<file path="config.mk">
export PLATFORM = sky130hd
export DESIGN_NAME = store_buffer_ctrl_flat
export DESIGN_NICKNAME = d
export VERILOG_FILES = /design/src/rtl/store_buffer_ctrl_if.sv /design/src/rtl/store_buffer_ctrl.sv /design/src/flat_wrapper.sv
export SDC_FILE = /design/constraint.sdc
export NUM_CORES = 1
export LEC_CHECK = 0
export BUFFER_PORTS_ARGS = -buffer_cell sky130_fd_sc_hd__buf_2
export CAP_MARGIN = 10
export CORE_UTILIZATION = 50
export CTS_CLUSTER_DIAMETER = 120
export DETAILED_ROUTE_END_ITERATION = 16
export PLACE_DENSITY = 0.69
export SYNTH_ARGS = -nofsm -noshare
export SYNTH_HDL_FRONTEND = slang
export SYNTH_SLANG_ARGS = --single-unit
export TNS_END_PERCENT = 10
</file>
<file path="constraint.sdc">
create_clock -name clk -period 10.55 [get_ports clk]
set_input_delay 2.11 -clock clk [delete_from_list [all_inputs] [get_ports clk]]
set_output_delay 2.11 -clock clk [all_outputs]
set_load 0.005 [all_outputs]
</file>
<file path="src/rtl/store_buffer_ctrl_if.sv">
// Store-buffer bus bundle: store intake, memory write port, load hazard check, and occupancy status.
// The slave modport is the buffer side; the master modport is the producer/memory/hazard side.
interface store_buffer_ctrl_if #(
    parameter int PTR_W = 2
);
    logic             st_valid;
    logic             st_ready;
    logic [31:0]      st_addr;
    logic [3:0]       st_byteen;
    logic [31:0]      st_wdata;
    logic             mem_req;
    logic             mem_gnt;
    logic [31:0]      mem_addr;
    logic [3:0]       mem_byteen;
    logic [31:0]      mem_wdata;
    logic             ld_check;
    logic [31:0]      ld_addr;
    logic             ld_hazard;
    logic [PTR_W:0]   count;
    logic             empty;

    modport slave (
        input  st_valid, st_addr, st_byteen, st_wdata, mem_gnt, ld_check, ld_addr,
        output st_ready, mem_req, mem_addr, mem_byteen, mem_wdata, ld_hazard, count, empty
    );

    modport master (
        output st_valid, st_addr, st_byteen, st_wdata, mem_gnt, ld_check, ld_addr,
        input  st_ready, mem_req, mem_addr, mem_byteen, mem_wdata, ld_hazard, count, empty
    );
endinterface

</file>
<file path="src/rtl/store_buffer_ctrl.sv">
// Posted-write store buffer: queues aligned stores in order and drains them to the data-memory
// write port under req/gnt, flagging loads that hit a pending or incoming store word.
module store_buffer_ctrl #(
    parameter int DEPTH = 4,
    parameter int PTR_W = 2
) (
    input  logic                 clk,
    input  logic                 reset,
    store_buffer_ctrl_if.slave   sb
);
    localparam logic [PTR_W:0]   FULL_CNT = (PTR_W + 1)'(DEPTH);
    localparam logic [PTR_W:0]   ZERO_CNT = {(PTR_W + 1){1'b0}};
    localparam logic [PTR_W:0]   ONE_CNT  = (PTR_W + 1)'(1);
    localparam logic [PTR_W-1:0] PTR_ONE  = PTR_W'(1);

    logic [PTR_W-1:0] wr_ptr_q, wr_ptr_d;
    logic [PTR_W-1:0] rd_ptr_q, rd_ptr_d;
    logic [PTR_W:0]   count_q, count_d;
    logic [29:0]      word_q [DEPTH];
    logic [29:0]      word_d [DEPTH];
    logic [3:0]       be_q   [DEPTH];
    logic [3:0]       be_d   [DEPTH];
    logic [31:0]      data_q [DEPTH];
    logic [31:0]      data_d [DEPTH];

    logic             accept_s;
    logic             enq_s;
    logic             deq_s;
    logic             hit_s;
    logic [PTR_W-1:0] off_s;
    logic             addr_lsb_unused_s;

    // Handshake, pointer/count next-state and entry write.
    always_comb begin
        accept_s = sb.st_valid && (count_q != FULL_CNT);
        // A zero byte-enable store completes its handshake but occupies no entry.
        enq_s    = accept_s && (sb.st_byteen != 4'b0000);
        deq_s    = (count_q != ZERO_CNT) && sb.mem_gnt;
        wr_ptr_d = enq_s ? (wr_ptr_q + PTR_ONE) : wr_ptr_q;
        rd_ptr_d = deq_s ? (rd_ptr_q + PTR_ONE) : rd_ptr_q;
        case ({enq_s, deq_s})
            2'b10:   count_d = count_q + ONE_CNT;
            2'b01:   count_d = count_q - ONE_CNT;
            default: count_d = count_q;
        endcase
        word_d = word_q;
        be_d   = be_q;
        data_d = data_q;
        if (enq_s) begin
            word_d[wr_ptr_q] = sb.st_addr[31:2];
            be_d[wr_ptr_q]   = sb.st_byteen;
            data_d[wr_ptr_q] = sb.st_wdata;
        end else begin
            word_d[wr_ptr_q] = word_q[wr_ptr_q];
        end
    end

    // Load hazard: word match against occupied entries (head included) or the store being enqueued.
    always_comb begin
        hit_s = 1'b0;
        off_s = {PTR_W{1'b0}};
        for (int i = 0; i < DEPTH; i++) begin
            off_s = PTR_W'(i) - rd_ptr_q;
            if (({1'b0, off_s} < count_q) && (word_q[i] == sb.ld_addr[31:2])) begin
                hit_s = 1'b1;
            end else begin
                hit_s = hit_s;
            end
        end
        if (enq_s && (sb.st_addr[31:2] == sb.ld_addr[31:2])) begin
            hit_s = 1'b1;
        end else begin
            hit_s = hit_s;
        end
        addr_lsb_unused_s = ^{sb.st_addr[1:0], sb.ld_addr[1:0]};
    end

    // Port outputs; head fields are forced to zero while the queue is empty.
    always_comb begin
        sb.st_ready  = (count_q != FULL_CNT);
        sb.mem_req   = (count_q != ZERO_CNT);
        sb.count     = count_q;
        sb.empty     = (count_q == ZERO_CNT);
        sb.ld_hazard = sb.ld_check && hit_s;
        if (count_q != ZERO_CNT) begin
            sb.mem_addr   = {word_q[rd_ptr_q], 2'b00};
            sb.mem_byteen = be_q[rd_ptr_q];
            sb.mem_wdata  = data_q[rd_ptr_q];
        end else begin
            sb.mem_addr   = 32'h0000_0000;
            sb.mem_byteen = 4'b0000;
            sb.mem_wdata  = 32'h0000_0000;
        end
    end

    // State registers with asynchronous clear.
    always_ff @(posedge clk or posedge reset) begin
        if (reset) begin
            wr_ptr_q <= {PTR_W{1'b0}};
            rd_ptr_q <= {PTR_W{1'b0}};
            count_q  <= ZERO_CNT;
            for (int i = 0; i < DEPTH; i++) begin
                word_q[i] <= 30'h0000_0000;
                be_q[i]   <= 4'b0000;
                data_q[i] <= 32'h0000_0000;
            end
        end else begin
            wr_ptr_q <= wr_ptr_d;
            rd_ptr_q <= rd_ptr_d;
            count_q  <= count_d;
            word_q   <= word_d;
            be_q     <= be_d;
            data_q   <= data_d;
        end
    end
endmodule

</file>
<file path="src/flat_wrapper.sv">
// flat-port wrapper written by rule: the top's interface ports become plain ports
module store_buffer_ctrl_flat 
#(
    parameter int DEPTH = 4,
    parameter int PTR_W = 2
)
  (clk, reset, sb_st_valid, sb_st_addr, sb_st_byteen, sb_st_wdata, sb_mem_gnt, sb_ld_check, sb_ld_addr, sb_st_ready, sb_mem_req, sb_mem_addr, sb_mem_byteen, sb_mem_wdata, sb_ld_hazard, sb_count, sb_empty);
  store_buffer_ctrl_if #(.PTR_W(PTR_W)) sb_i ();
  input  logic clk;
  input  logic reset;
  input wire logic [$bits(sb_i.st_valid)-1:0] sb_st_valid;
  input wire logic [$bits(sb_i.st_addr)-1:0] sb_st_addr;
  input wire logic [$bits(sb_i.st_byteen)-1:0] sb_st_byteen;
  input wire logic [$bits(sb_i.st_wdata)-1:0] sb_st_wdata;
  input wire logic [$bits(sb_i.mem_gnt)-1:0] sb_mem_gnt;
  input wire logic [$bits(sb_i.ld_check)-1:0] sb_ld_check;
  input wire logic [$bits(sb_i.ld_addr)-1:0] sb_ld_addr;
  output wire logic [$bits(sb_i.st_ready)-1:0] sb_st_ready;
  output wire logic [$bits(sb_i.mem_req)-1:0] sb_mem_req;
  output wire logic [$bits(sb_i.mem_addr)-1:0] sb_mem_addr;
  output wire logic [$bits(sb_i.mem_byteen)-1:0] sb_mem_byteen;
  output wire logic [$bits(sb_i.mem_wdata)-1:0] sb_mem_wdata;
  output wire logic [$bits(sb_i.ld_hazard)-1:0] sb_ld_hazard;
  output wire logic [$bits(sb_i.count)-1:0] sb_count;
  output wire logic [$bits(sb_i.empty)-1:0] sb_empty;
  assign sb_i.st_valid = sb_st_valid;
  assign sb_i.st_addr = sb_st_addr;
  assign sb_i.st_byteen = sb_st_byteen;
  assign sb_i.st_wdata = sb_st_wdata;
  assign sb_i.mem_gnt = sb_mem_gnt;
  assign sb_i.ld_check = sb_ld_check;
  assign sb_i.ld_addr = sb_ld_addr;
  assign sb_st_ready = sb_i.st_ready;
  assign sb_mem_req = sb_i.mem_req;
  assign sb_mem_addr = sb_i.mem_addr;
  assign sb_mem_byteen = sb_i.mem_byteen;
  assign sb_mem_wdata = sb_i.mem_wdata;
  assign sb_ld_hazard = sb_i.ld_hazard;
  assign sb_count = sb_i.count;
  assign sb_empty = sb_i.empty;
  store_buffer_ctrl #(.DEPTH(DEPTH), .PTR_W(PTR_W)) u_core (.clk(clk), .reset(reset), .sb(sb_i));
endmodule
</file>
==> run_summary.xml <==
<?xml version="1.0" encoding="UTF-8"?>
<metrics>
  <group name="synthesis">
    <metric name="synth_flop_cell" unit="">dfrtp_1</metric>
    <metric name="yosys_warnings" unit="">0</metric>
    <metric name="post-synth-top-area-cell" unit="">dfrtp_1</metric>
    <metric name="synth.distinct_cells" unit="">37</metric>
    <metric name="synth_sequential_area_ratio" unit="%">44.4</metric>
    <metric name="synth_enable_flop_cells" unit="">0</metric>
    <metric name="synth_top_area_share" unit="%">44.4</metric>
    <metric name="postSynthCellCount" unit="">1208</metric>
    <metric name="ys_top_cells_by_area" unit="">dfrtp_1 (44%), mux4_2 (14%), mux2_2 (10%), xor2_1 (8.4%), a21oi_1 (4.0%)</metric>
    <metric name="synth_async_sr_flop_share" unit="%">100</metric>
    <metric name="ys_seq_elements" unit="">271</metric>
    <metric name="syn_avg_cell_area" unit="sq um">12.6</metric>
    <metric name="cell_area_after_synthesis" unit="sq um">15300</metric>
    <metric name="synth.cells.most_frequent" unit="">dfrtp_1 (271), xor2_1 (147), mux2_2 (141), a21oi_1 (122), nor2_1 (122)</metric>
    <metric name="post-synth-top-count-cell" unit="">dfrtp_1</metric>
  </group>
  <group name="worst_setup_path">
    <metric name="type_of_the_worst_setup_path" unit="">primary input to output port</metric>
    <metric name="worst-endpoint-required" unit="ns">8.44</metric>
    <metric name="r2r_setup_slk" unit="ns">7.47</metric>
    <metric name="crit_path_start_kind" unit="">primary input</metric>
    <metric name="timing.critical_path.to_type" unit="">output port</metric>
    <metric name="timing.critical_path.fanout_max" unit="">24</metric>
    <metric name="critical_path_arrival" unit="ns">4.07</metric>
  </group>
  <group name="floorplan">
    <metric name="number_of_rows_created_at_floorplan" unit="">63</metric>
    <metric name="initial_core_utilization" unit="%">51.1</metric>
    <metric name="die_width" unit="um">177</metric>
    <metric name="ios" unit="">180</metric>
    <metric name="die_h" unit="um">177</metric>
    <metric name="area_inside_the_core_boundary" unit="sq um">29900</metric>
    <metric name="die-area" unit="sq um">31200</metric>
  </group>
  <group name="job">
    <metric name="maxCapViolCount" unit="">0</metric>
  </group>
  <group name="power">
    <metric name="p_leak" unit="nW">7.00</metric>
    <metric name="ir_worst_vdd" unit="mV">0.182</metric>
    <metric name="power.density" unit="nW/um^2">347</metric>
  </group>
  <group name="timing">
    <metric name="period_needed" unit="ns">6.18</metric>
    <metric name="worst_pin_slew" unit="ns">1.05</metric>
    <metric name="setup_tns" unit="ns">0</metric>
    <metric name="timing.hold.ws" unit="ns">0.489</metric>
    <metric name="worst_clock_skew" unit="ns">0.0137</metric>
    <metric name="finalHoldViolCount" unit="">0</metric>
    <metric name="final-setup-viol-count" unit="">0</metric>
    <metric name="timing.max_slew.rel_slack" unit="%">29.4</metric>
    <metric name="timing_max_transition_violations_final" unit="">0</metric>
    <metric name="rsz_0062_raised_after_global_routing" unit="">no</metric>
    <metric name="fmax" unit="GHz">0.162</metric>
    <metric name="final_min_period_over_clock_period" unit="%">58.6</metric>
  </group>
  <group name="global_routing">
    <metric name="grt_start_max_net_pins" unit="">142</metric>
    <metric name="overflow" unit="">0</metric>
    <metric name="grt_antenna_before_repair" unit="">3</metric>
    <metric name="first_global_vias" unit="">10400</metric>
    <metric name="grt_first_pass_wirelength" unit="um">61300</metric>
    <metric name="globalRouteTotalUtil" unit="%">26.0</metric>
  </group>
  <group name="detailed_routing">
    <metric name="via_total_after_detailed_routing" unit="">10200</metric>
    <metric name="avgRoutedWirePerCell" unit="um">22.8</metric>
    <metric name="vias_per_cell" unit="">5.86</metric>
    <metric name="drt-total-wl" unit="um">39600</metric>
    <metric name="drc" unit="">0</metric>
    <metric name="final_antenna_net_count" unit="">0</metric>
    <metric name="detailed_routing_iteration_count_for_the_pre_antenna_repair_pass" unit="">7</metric>
    <metric name="drtIter0Drc" unit="">745</metric>
  </group>
  <group name="place">
    <metric name="routability_congestion" unit="">1.02</metric>
    <metric name="io_buffer_count" unit="">173</metric>
    <metric name="detailed_place_hpwl" unit="um">26000</metric>
  </group>
  <group name="clock_tree">
    <metric name="clk_transition_reported_paths" unit="ns">0.06</metric>
    <metric name="cts-htree-levels" unit="">1</metric>
    <metric name="total_setup_buffers_inserted_after_cts" unit="">0</metric>
    <metric name="cts_num_sinks" unit="">271</metric>
    <metric name="cts-buffers-inserted" unit="">30</metric>
    <metric name="tritoncts" unit="">done</metric>
    <metric name="clk-insertion-delay-late" unit="ns">0.57</metric>
    <metric name="clock_path_buffers" unit="">3</metric>
    <metric name="post_cts_resized" unit="">0</metric>
    <metric name="clock-root-buffer" unit="">clkbuf_16</metric>
    <metric name="number_of_buffers_inserted_for_hold_repair_after_clock_tree_synthesis" unit="">0</metric>
  </group>
  <group name="outcome">
    <metric name="outcome" unit="">complete, no violations</metric>
  </group>
  <group name="finish">
    <metric name="fraction_of_final_layout_cells_sized_beyond_drive_strength_1" unit="%">38.2</metric>
    <metric name="seq_area" unit="sq um">6790</metric>
    <metric name="multi_input_gate_area" unit="sq um">7910</metric>
    <metric name="layout.filler_cells" unit="">2482</metric>
    <metric name="finish.net_count" unit="">1435</metric>
    <metric name="syn_to_final_growth" unit="%">13.2</metric>
  </group>
  <group name="min_path">
    <metric name="holdCritPathClass" unit="">register to register</metric>
  </group>
</metrics>
[final timing paths]
path                                                 from  depth (start not counted)                             end
max                                       sb_st_byteen[0]                          7                    sb_ld_hazard
min                         u_core.data_q[78]$_DFFE_PP0P_                          1   u_core.data_q[78]$_DFFE_PP0P_
max reg2reg                u_core.sb.count[2]$_DFFE_PP0P_                          9  u_core.sb.count[1]$_DFFE_PP0P_
min reg2reg                 u_core.data_q[78]$_DFFE_PP0P_                          1   u_core.data_q[78]$_DFFE_PP0P_
max in group asynchronous                           reset                          3  u_core.wr_ptr_q[0]$_DFFE_PP0N_
min in group asynchronous                           reset                          2   u_core.word_q[63]$_DFFE_PP0P_
[stage by stage]
stage          area, sq um  power [mW]  util, %  instances  setup WS (ns)
2_1_floorplan        15300        4.00        -       1209          0.973
3_3_place_gp         16200        4.78     54.2       1678           4.39
3_5_place_dp         16200        4.87     54.2       1678           4.38
4_1_cts              17300        6.03     57.8       1733           4.37
5_1_grt              17300        6.37     57.8       1733           4.32
6_report             17300        6.00     57.8       1736           4.37
[power breakdown]
group / switching [mW] / internal, mW / total, mW / leakage, nW
clock network: 0.444 / 0.688 / 1.13 / 0.528
registers: 0.454 / 1.54 / 2.00 / 3.04
logic: 1.36 / 1.50 / 2.87 / 3.43
total: 2.26 / 3.73 / 6.00 / 7.00
[registers in the layout, summed over array words and instances (netlist names)]
signal and flops:
u_core.word_q 120, u_core.sb.count 3, u_core.rd_ptr_q 2, u_core.data_q 128
u_core.wr_ptr_q 2, u_core.be_q 16
[cells by family after synthesis]
logic type / share of synthesized area (%)
simple gates: 8.33
mux: 28.9
flops: 44.4
other cells: 0.0246
xor+xnor: 9.01
fa+ha+maj: 0.869
compound gates: 4.47
buf+inv: 3.93
[per-layer routing]
metal | global-route usage (%) | up-vias | part of all wire (%)
li1 | - | 4518 | -
met1 | 35.0 | 5159 | 41
met2 | 41.1 | 420 | 47
met3 | 6.55 | 80 | 8.9
met4 | 9.05 | 0 | 3.6
met5 | 0 | - | 0
[placed cells by master, fill, tap and decap left out, types with 10 or more instances in the layout]
cell and count:
buf_4 12, nor2b_1 69, nor2_1 122, mux2_2 141, nor4_1 33, mux2i_4 26, dfrtp_1 268, mux4_2 96
a21oi_1 122, buf_2 173, clkbuf_16 30, xor2_1 147, xnor2_1 10
[critical path, cell delays in order]
cell and delay (ns):
buf_2 0.13, or4_1 0.58, and3_4 0.45, nand3_1 0.17
nor3_1 0.06, o41a_1 0.42, buf_2 0.15
[layout make-up]
cell class                 count  area share, %
sequential                   271           39.3
clock inverter                15           1.35
multi-input combinational    821           45.8
clock buffer                  40           4.91
tap                          390           2.82
antenna                        3         0.0434
timing repair buffer         185           5.53
inverter                      11          0.282
Power figures use the tool's default switching activity.
